==> config.mk <==
export PLATFORM = sky130hd
export DESIGN_NAME = hazard_ctrl_flat
export DESIGN_NICKNAME = d
export VERILOG_FILES = /design/src/rtl/hazard_ctrl_if.sv /design/src/rtl/hazard_ctrl.sv /design/src/flat_wrapper.sv
export SDC_FILE = /design/constraint.sdc
export NUM_CORES = 1
export LEC_CHECK = 0
export ABC_CLOCK_PERIOD_IN_PS = 1750
export CAP_MARGIN = 0
export CORE_UTILIZATION = 30
export DETAILED_ROUTE_END_ITERATION = 16
export GPL_TIMING_DRIVEN = 0
export PLACE_DENSITY = 0.86
export SYNTH_ARGS = -nofsm -noshare
export SYNTH_HDL_FRONTEND = slang
export SYNTH_SLANG_ARGS = --single-unit
==> constraint.sdc <==
create_clock -name clk -period 1.75 [get_ports clk]
set_clock_uncertainty 0.1 [all_clocks]
set_input_delay 0.35 -clock clk [delete_from_list [all_inputs] [get_ports clk]]
set_output_delay 0.35 -clock clk [all_outputs]
set_load 0.05 [all_outputs]
==> src/rtl/hazard_ctrl_if.sv <==
// Hazard controller bundle: ID/EX/MEM pipeline status in, stall/flush controls and perf counters out.
// master = pipeline side driving status, slave = hazard_ctrl.
interface hazard_ctrl_if #(
  parameter int CNT_W = 32
);
  logic [4:0]       ID_rs1;
  logic [4:0]       ID_rs2;
  logic [2:0]       ID_ValidReg;
  logic [4:0]       EX_rd;
  logic [2:0]       EX_ValidReg;
  logic [1:0]       EX_RegSrc;
  logic             EX_redirect;
  logic             MEM_dmem_req;
  logic             dmem_ack;
  logic             pc_stall;
  logic             IFID_stall;
  logic             IFID_flush;
  logic             IDEX_stall;
  logic             IDEX_flush;
  logic             EXMEM_stall;
  logic             MEMWB_flush;
  logic             mem_err;
  logic [CNT_W-1:0] perf_stall_cnt;
  logic [CNT_W-1:0] perf_flush_cnt;

  modport master (
    output ID_rs1, ID_rs2, ID_ValidReg, EX_rd, EX_ValidReg, EX_RegSrc,
           EX_redirect, MEM_dmem_req, dmem_ack,
    input  pc_stall, IFID_stall, IFID_flush, IDEX_stall, IDEX_flush,
           EXMEM_stall, MEMWB_flush, mem_err, perf_stall_cnt, perf_flush_cnt
  );

  modport slave (
    input  ID_rs1, ID_rs2, ID_ValidReg, EX_rd, EX_ValidReg, EX_RegSrc,
           EX_redirect, MEM_dmem_req, dmem_ack,
    output pc_stall, IFID_stall, IFID_flush, IDEX_stall, IDEX_flush,
           EXMEM_stall, MEMWB_flush, mem_err, perf_stall_cnt, perf_flush_cnt
  );
endinterface

==> src/rtl/hazard_ctrl.sv <==
// Stall/flush sequencer for the 5-stage RV32I pipeline: load-use bubble, redirect flush, dmem-wait freeze.
// Define HAZARD_PERF_EN to build the stall/flush performance counters; otherwise they read 0.
module hazard_ctrl #(
  parameter int MEM_TIMEOUT = 16,
  parameter int CNT_W       = 32
) (
  input  logic         clk,
  input  logic         rst,
  hazard_ctrl_if.slave hz
);

  localparam int WC_W = (MEM_TIMEOUT > 2) ? $clog2(MEM_TIMEOUT) : 1;
  localparam logic [WC_W-1:0] WAIT_LAST = WC_W'(MEM_TIMEOUT - 1);

  typedef enum logic [1:0] {RUN, MEM_WAIT, ABORT} state_t;

  state_t          state, state_nxt;
  logic [WC_W-1:0] wait_cnt, wait_cnt_nxt;
  logic            abort_nxt;
  logic            mem_err;
  logic            load_use, wait_need;
  logic            freeze, eval_run;
  logic            pc_stall, ifid_stall, ifid_flush, idex_stall, idex_flush;
  logic            exmem_stall, memwb_flush;
  logic            unused_bits;

  assign unused_bits = ^{hz.ID_ValidReg[0], hz.EX_ValidReg[2:1]};

  // Load data is only forwardable from WB, so a consumer directly behind a load must wait one cycle.
  assign load_use = hz.EX_ValidReg[0] && (hz.EX_RegSrc == 2'd1) && (hz.EX_rd != 5'd0) &&
                    ((hz.ID_ValidReg[1] && (hz.ID_rs1 == hz.EX_rd)) ||
                     (hz.ID_ValidReg[2] && (hz.ID_rs2 == hz.EX_rd)));
  assign wait_need = hz.MEM_dmem_req && !hz.dmem_ack;

  always_comb begin
    state_nxt    = state;
    wait_cnt_nxt = wait_cnt;
    abort_nxt    = 1'b0;
    freeze       = 1'b0;
    eval_run     = 1'b0;
    pc_stall     = 1'b0;
    ifid_stall   = 1'b0;
    ifid_flush   = 1'b0;
    idex_stall   = 1'b0;
    idex_flush   = 1'b0;
    exmem_stall  = 1'b0;
    memwb_flush  = 1'b0;

    case (state)
      RUN: begin
        if (wait_need) begin
          freeze       = 1'b1;
          state_nxt    = MEM_WAIT;
          wait_cnt_nxt = WC_W'(1);
        end else begin
          eval_run = 1'b1;
        end
      end
      MEM_WAIT: begin
        // The ack cycle behaves as RUN with no pending access, so the pipeline advances immediately.
        if (hz.dmem_ack) begin
          eval_run     = 1'b1;
          state_nxt    = RUN;
          wait_cnt_nxt = '0;
        end else if (wait_cnt == WAIT_LAST) begin
          freeze       = 1'b1;
          state_nxt    = ABORT;
          wait_cnt_nxt = '0;
          abort_nxt    = 1'b1;
        end else begin
          freeze       = 1'b1;
          wait_cnt_nxt = wait_cnt + WC_W'(1);
        end
      end
      ABORT: begin
        memwb_flush = 1'b1;
        state_nxt   = RUN;
      end
      default: begin
        state_nxt    = RUN;
        wait_cnt_nxt = '0;
      end
    endcase

    if (freeze) begin
      pc_stall    = 1'b1;
      ifid_stall  = 1'b1;
      idex_stall  = 1'b1;
      exmem_stall = 1'b1;
      memwb_flush = 1'b1;
    end else if (eval_run) begin
      if (hz.EX_redirect) begin
        ifid_flush = 1'b1;
        idex_flush = 1'b1;
      end else if (load_use) begin
        pc_stall   = 1'b1;
        ifid_stall = 1'b1;
        idex_flush = 1'b1;
      end
    end

    if (rst) begin
      pc_stall    = 1'b0;
      ifid_stall  = 1'b0;
      idex_stall  = 1'b0;
      exmem_stall = 1'b0;
      ifid_flush  = 1'b1;
      idex_flush  = 1'b1;
      memwb_flush = 1'b1;
    end
  end

  always_ff @(posedge clk) begin
    if (rst) begin
      state    <= RUN;
      wait_cnt <= '0;
      mem_err  <= 1'b0;
    end else begin
      state    <= state_nxt;
      wait_cnt <= wait_cnt_nxt;
      mem_err  <= abort_nxt;
    end
  end

  assign hz.pc_stall    = pc_stall;
  assign hz.IFID_stall  = ifid_stall;
  assign hz.IFID_flush  = ifid_flush;
  assign hz.IDEX_stall  = idex_stall;
  assign hz.IDEX_flush  = idex_flush;
  assign hz.EXMEM_stall = exmem_stall;
  assign hz.MEMWB_flush = memwb_flush;
  assign hz.mem_err     = mem_err;

`ifdef HAZARD_PERF_EN
  logic [CNT_W-1:0] stall_cnt, flush_cnt;

  // Outside reset, IFID_flush can only come from a redirect.
  always_ff @(posedge clk) begin
    if (rst) begin
      stall_cnt <= '0;
      flush_cnt <= '0;
    end else begin
      if (pc_stall)   stall_cnt <= stall_cnt + CNT_W'(1);
      if (ifid_flush) flush_cnt <= flush_cnt + CNT_W'(1);
    end
  end

  assign hz.perf_stall_cnt = stall_cnt;
  assign hz.perf_flush_cnt = flush_cnt;
`else
  assign hz.perf_stall_cnt = '0;
  assign hz.perf_flush_cnt = '0;
`endif

endmodule

==> src/flat_wrapper.sv <==
// flat-port wrapper written by rule: the top's interface ports become plain ports
module hazard_ctrl_flat 
#(
  parameter int MEM_TIMEOUT = 16,
  parameter int CNT_W       = 32
)
  (clk, rst, hz_ID_rs1, hz_ID_rs2, hz_ID_ValidReg, hz_EX_rd, hz_EX_ValidReg, hz_EX_RegSrc, hz_EX_redirect, hz_MEM_dmem_req, hz_dmem_ack, hz_pc_stall, hz_IFID_stall, hz_IFID_flush, hz_IDEX_stall, hz_IDEX_flush, hz_EXMEM_stall, hz_MEMWB_flush, hz_mem_err, hz_perf_stall_cnt, hz_perf_flush_cnt);
  hazard_ctrl_if #(.CNT_W(CNT_W)) hz_i ();
  input  logic clk;
  input  logic rst;
  input wire logic [$bits(hz_i.ID_rs1)-1:0] hz_ID_rs1;
  input wire logic [$bits(hz_i.ID_rs2)-1:0] hz_ID_rs2;
  input wire logic [$bits(hz_i.ID_ValidReg)-1:0] hz_ID_ValidReg;
  input wire logic [$bits(hz_i.EX_rd)-1:0] hz_EX_rd;
  input wire logic [$bits(hz_i.EX_ValidReg)-1:0] hz_EX_ValidReg;
  input wire logic [$bits(hz_i.EX_RegSrc)-1:0] hz_EX_RegSrc;
  input wire logic [$bits(hz_i.EX_redirect)-1:0] hz_EX_redirect;
  input wire logic [$bits(hz_i.MEM_dmem_req)-1:0] hz_MEM_dmem_req;
  input wire logic [$bits(hz_i.dmem_ack)-1:0] hz_dmem_ack;
  output wire logic [$bits(hz_i.pc_stall)-1:0] hz_pc_stall;
  output wire logic [$bits(hz_i.IFID_stall)-1:0] hz_IFID_stall;
  output wire logic [$bits(hz_i.IFID_flush)-1:0] hz_IFID_flush;
  output wire logic [$bits(hz_i.IDEX_stall)-1:0] hz_IDEX_stall;
  output wire logic [$bits(hz_i.IDEX_flush)-1:0] hz_IDEX_flush;
  output wire logic [$bits(hz_i.EXMEM_stall)-1:0] hz_EXMEM_stall;
  output wire logic [$bits(hz_i.MEMWB_flush)-1:0] hz_MEMWB_flush;
  output wire logic [$bits(hz_i.mem_err)-1:0] hz_mem_err;
  output wire logic [$bits(hz_i.perf_stall_cnt)-1:0] hz_perf_stall_cnt;
  output wire logic [$bits(hz_i.perf_flush_cnt)-1:0] hz_perf_flush_cnt;
  assign hz_i.ID_rs1 = hz_ID_rs1;
  assign hz_i.ID_rs2 = hz_ID_rs2;
  assign hz_i.ID_ValidReg = hz_ID_ValidReg;
  assign hz_i.EX_rd = hz_EX_rd;
  assign hz_i.EX_ValidReg = hz_EX_ValidReg;
  assign hz_i.EX_RegSrc = hz_EX_RegSrc;
  assign hz_i.EX_redirect = hz_EX_redirect;
  assign hz_i.MEM_dmem_req = hz_MEM_dmem_req;
  assign hz_i.dmem_ack = hz_dmem_ack;
  assign hz_pc_stall = hz_i.pc_stall;
  assign hz_IFID_stall = hz_i.IFID_stall;
  assign hz_IFID_flush = hz_i.IFID_flush;
  assign hz_IDEX_stall = hz_i.IDEX_stall;
  assign hz_IDEX_flush = hz_i.IDEX_flush;
  assign hz_EXMEM_stall = hz_i.EXMEM_stall;
  assign hz_MEMWB_flush = hz_i.MEMWB_flush;
  assign hz_mem_err = hz_i.mem_err;
  assign hz_perf_stall_cnt = hz_i.perf_stall_cnt;
  assign hz_perf_flush_cnt = hz_i.perf_flush_cnt;
  hazard_ctrl #(.MEM_TIMEOUT(MEM_TIMEOUT), .CNT_W(CNT_W)) u_core (.clk(clk), .rst(rst), .hz(hz_i));
endmodule
# == Word level (Yosys, flattened, before mapping) ==
# Index checks and enable logic that the tools add are counted.
# op_classes
reduce_logical,13
mux,33
eq_ne,8
n_bitwise,2
add_sub_neg,1
# op_table
operator,n
$mux 1,23
$mux 4,3
$pmux 4 s3,1
$eq 5x5->1,2
$logic_and 1x1->1,6
$mux 2,3
$reduce_bool 5->1,1
$add 4x1->4 const B,1
$eq 2x1->1 const B,2
$eq 4x4->1 const B,1
$pmux 1 s2,2
$pmux 2 s2,1
$reduce_and 2->1,2
$ne 3x2->1 const B,1
$reduce_or 3->1,1
$eq 2x2->1 const B,1
$logic_not 2->1,1
$ne 2x1->1 const B,1
$not 1->1,2
$logic_not 1->1,1
$logic_or 1x1->1,1
# word_totals
word_cells,60
reg_bits,7
output_inout_bits,72

# == Logic depth before layout (Yosys ltp) ==
# logic_depth
word_depth,9
depth_mapped,6
ltp_nobuf,4

# == Worst setup path after synthesis ==
# Ideal clock, no wire load.
# synth_path
path_kind,input to output
startpoint,input port hz_EX_rd[3]
endpoint,output port hz_pc_stall
path_buffers,1
path_stages,5
arrival_ps,2095
slack_ps,-795
required_ps,1300
path_cell_list,xor2_1 nor4_2 a32oi_1 o31ai_2 buf_4
# synth_between
elab_chain_len,9
elab_cells_between_ends,13
classes_between,eq/ne (2); mux (5); reduce/logical (6)
# synth_lines
item,line,source
"start, declared",flat_wrapper.sv:14,input wire logic [$bits(hz_i.EX_rd)-1:0] hz_EX_rd;
"$eq 5x5->1, on equally long branches","hazard_ctrl.sv:31, hazard_ctrl.sv:32",
"$logic_and 1x1->1, on equally long branches","hazard_ctrl.sv:31, hazard_ctrl.sv:32",
$logic_or 1x1->1,hazard_ctrl.sv:31,((hz.ID_ValidReg[1] && (hz.ID_rs1 == hz.EX_rd)) ||
$logic_and 1x1->1 *,hazard_ctrl.sv:30,assign load_use = hz.EX_ValidReg[0] && (hz.EX_RegSrc == 2'd1) && (hz.EX_rd != 5'd0) &&
$mux 1 * (5 in series),n/a,
"end, declared",flat_wrapper.sv:20,output wire logic [$bits(hz_i.pc_stall)-1:0] hz_pc_stall;
# Every way passes the cells marked *; elsewhere a longest branch is shown, timed or not.

# == Final worst setup path ==
# layout_path
startpoint,input port hz_ID_rs2[1]
endpoint,output port hz_pc_stall
# layout_between
elab_chain_len,9
# layout_lines
item,line,source
"start, declared",flat_wrapper.sv:12,input wire logic [$bits(hz_i.ID_rs2)-1:0] hz_ID_rs2;
$eq 5x5->1,hazard_ctrl.sv:32,(hz.ID_ValidReg[2] && (hz.ID_rs2 == hz.EX_rd)));
$logic_and 1x1->1,hazard_ctrl.sv:32,
$logic_or 1x1->1,hazard_ctrl.sv:31,
$logic_and 1x1->1,hazard_ctrl.sv:30,
$mux 1,hazard_ctrl.sv:95,end else if (load_use) begin
$mux 1,hazard_ctrl.sv:92,if (hz.EX_redirect) begin
$mux 1,hazard_ctrl.sv:91,end else if (eval_run) begin
$mux 1,hazard_ctrl.sv:85,if (freeze) begin
$mux 1,hazard_ctrl.sv:102,if (rst) begin
# No other way between the ends.

==> implementation parameters <==
Parameter                              Value

Run status
  Status ... finished with violations
  Failing checks ... setup timing

Synth
  Cells after synthesis ... 127
  Primary flip-flop cell chosen by synthesis mapping ... dfxtp_1
  Share of the synthesized area in the top cell type ... 48.8%
  Cells taking the most area after synthesis ... buf_4 (49%), dfxtp_1 (14%), xor2_1 (8.6%)
  Fraction of registers with async set/reset ... 0%
  Warning count from the yosys run ... 0
  Dominant cell by count in the synthesized netlist ... buf_4
  Count of unique library cells instantiated by Yosys ... 29
  Count of state elements after synthesis ... 7
  Number of synthesized flops with an enable pin ... 0
  Portion of the post-synthesis area used by sequential elements ... 13.8%
  Library cell occupying the most area in the post-synthesis netlist ... buf_4
  Synthesized area divided by synthesized cell count ... 8.00 µm²
  Commonest cells in the synthesized netlist ... buf_4 (66), xor2_1 (10), dfxtp_1 (7)
  Cell area after technology mapping ... 0.00102 mm²

GRT
  Maximum number of pins on one net before global-route repair ... 11
  Remaining global-route overflow ... 0
  Global-route wire length before repair ... 3000 µm
  Number of global-route vias before repair ... 711
  Initial antenna violation count ... 0
  Global-route total usage across every layer ... 11.0%

Clock network
  Deepest clock path buffer count ... 2
  Clock root buffer ... clkbuf_4
  Later-pin clock latency in the skew report ... 250 ps
  Number of clock sinks ... 7
  Count of H-tree levels built during CTS ... 1
  Hold_buf cts ... 0
  CTS tree ... done
  Clock buffers created by TritonCTS ... 3
  Clock-pin slew on the worst setup and hold paths ... 50 ps

Critical path
  Data required time at the worst endpoint ... 1300 ps
  Startpoint of the worst register-to-register path ... u_core.wait_cnt[0]
  Worst R2R Setup Slack ... 330 ps
  Reg-to-reg endpoint ... u_core.wait_cnt[3]
  Critical path type ... in2out
  Worst setup SP type ... input port
  Data arrival time at the worst-slack endpoint ... 1570 ps
  Cell count of the worst reg-to-reg path ... 4
  Critical Path Sink Type ... primary output
  Critical Path Fanout Max ... 2

Routing
  Via count normalized by instance count ... 3.31
  DR pass1 iterations ... 4
  Vias post-DR ... 890
  Avg WL per Cell ... 8.03 µm
  Post-route DRC violation count ... 0
  Antenna-violating nets left ... 0
  Detailed router's first-iteration violation count ... 13
  Drt total wl ... 2160 µm

Floorplanning
  Total I/O pin count ... 100
  DIE HEIGHT ... 60.2 µm
  Number of cell rows ... 20
  Die Footprint ... 0.00362 mm²
  Initial standard-cell utilization of the core ... 32.5%
  Horizontal die dimension ... 60.2 µm
  Placeable core area ... 0.00313 mm²

Power
  Leakage dissipation ... 0.971 nW
  Total power ... 0.000917 W
  Power Dens Cells ... 531 mW/mm²
  Peak supply drop ... 0.203 mV

STA
  Final Max Tran Viols ... 0
  Minimum clock period ... 2020 ps
  Final setup violation count ... 5
  Min Hold Slack ... 182 ps
  Endpoints failing hold ... 0
  Unrepaired setup endpoints after global routing ... yes
  PnR worst setup slack ... -273 ps
  Fmax ... 0.494 GHz
  Final period util ... 116%

Placed design
  Port-buffer cells ... 31
  Detailed-placement wirelength estimate ... 1840 µm
  Routability cong. ... 0.803
  Cell Area, Placed ... 0.00166 mm²

Finish
  ANT cells ... 0
  Final cell area excluding filler cells ... 0.00173 mm²
  Net count reported at finish ... 255
  Proportion of layout cells with a drive suffix above 1 ... 46.7%
  Area growth from synthesis to final layout ... 70.1%

Min path
  Hold Path Sink ... u_core.wait_cnt[1]
  Type of the worst min-delay path ... in2reg
  Min-Delay Startpoint ... rst
  Worst hold path stage count ... 2

Run
  Max-capacitance violation count ... 0
## critical path, cell delays in order
cell and delay, ps:
buf_6 90, xor2_1 160, nor4_2 300, a32oi_2 180, o31ai_4 230, buf_6 130, buf_8 130
## state kept, by name, summed over array words and instances (netlist names)
name and cells:
u_core.state 2, u_core.wait_cnt 4, u_core.hz.mem_err 1
## layer usage
| metal | global-route usage (%) | share of wire [%] |
|---|---|---|
| met2 | 23.9 | 60 |
| met4 | 2.99 | 0.65 |
| met1 | 9.65 | 31 |
| met5 | 0 | 0 |
| met3 | 2.38 | 8.4 |
## layout by cell type, fill, tap and decap left out, types with 4 or more instances in the layout
cell type	n
buf_4	69
conb_1	64
xor2_1	9
buf_6	6
buf_8	5
a21oi_1	5
buf_2	5
dfxtp_1	5
clkdlybuf4s50_1	4
clkdlybuf4s15_1	4
## area by class of cell
class	count	area (µm²)
Fill cell	273	1400
Buffer	67	522
Inverter	1	7.51
Timing Repair Buffer	32	300
Sequential cell	7	145
Multi-Input combinational cell	114	672
Tap cell	44	55.1
Clock buffer	4	26.3
## power breakdown
group	internal (W)	total (W)	switching [W]
sequential	0.000162	0.000165	0.00000339
clock	0.0000871	0.000148	0.0000613
combinational	0.000192	0.000604	0.000412
total	0.000441	0.000917	0.000476
## stage by stage
| step | util, % | TNS [ps] | setup WS (ps) | instances |
|---|---|---|---|---|
| CTS | 54.9 | -1280 | -350 | 270 |
| global placement | 53.0 | -7560 | -1330 | 265 |
| finish | 55.2 | -1050 | -273 | 269 |
| global route | 55.2 | -1320 | -345 | 269 |
| detailed placement | 53.0 | -7570 | -1340 | 265 |
| floorplan | - | -1130 | -416 | 190 |
## how the worst max path moves through the flow
stage	cells past startpoint	slack [ps]	to	start
after floorplan	4	-420	hz_IDEX_flush	hz_EX_rd[3]
after global placement	7	-1330	hz_pc_stall	hz_EX_rd[3]
after CTS	7	-350	hz_pc_stall	hz_ID_rs2[1]
final	7	-270	hz_pc_stall	hz_ID_rs2[1]
after global routing	7	-350	hz_pc_stall	hz_ID_rs2[1]
after detailed placement	7	-1340	hz_pc_stall	hz_EX_rd[3]
## kinds of logic (layout without fill, tap and decap cells)
logic type / Yosys count / in the layout / synth area share (%)
buffers and inverters: 69 / 104 / 50.1
AND/OR/NAND/NOR: 24 / 24 / 14.2
AO/OA/AOI/OAI: 13 / 13 / 9.97
XOR/XNOR: 12 / 12 / 10.3
flip-flops: 7 / 7 / 13.8
adder cells (fa/ha/maj): 1 / 1 / 1.23
other: 1 / 64 / 0.369
## timing repair
item | in CTS | in global routing
pin swaps | 16 | 10
endpoints found under the setup margin | 8 | 7
gates resized for setup | 111 | 13
cloned | 0 | 0
buffers inserted | 1 | 0
Note: power is estimated with default switching activity, not from simulation.
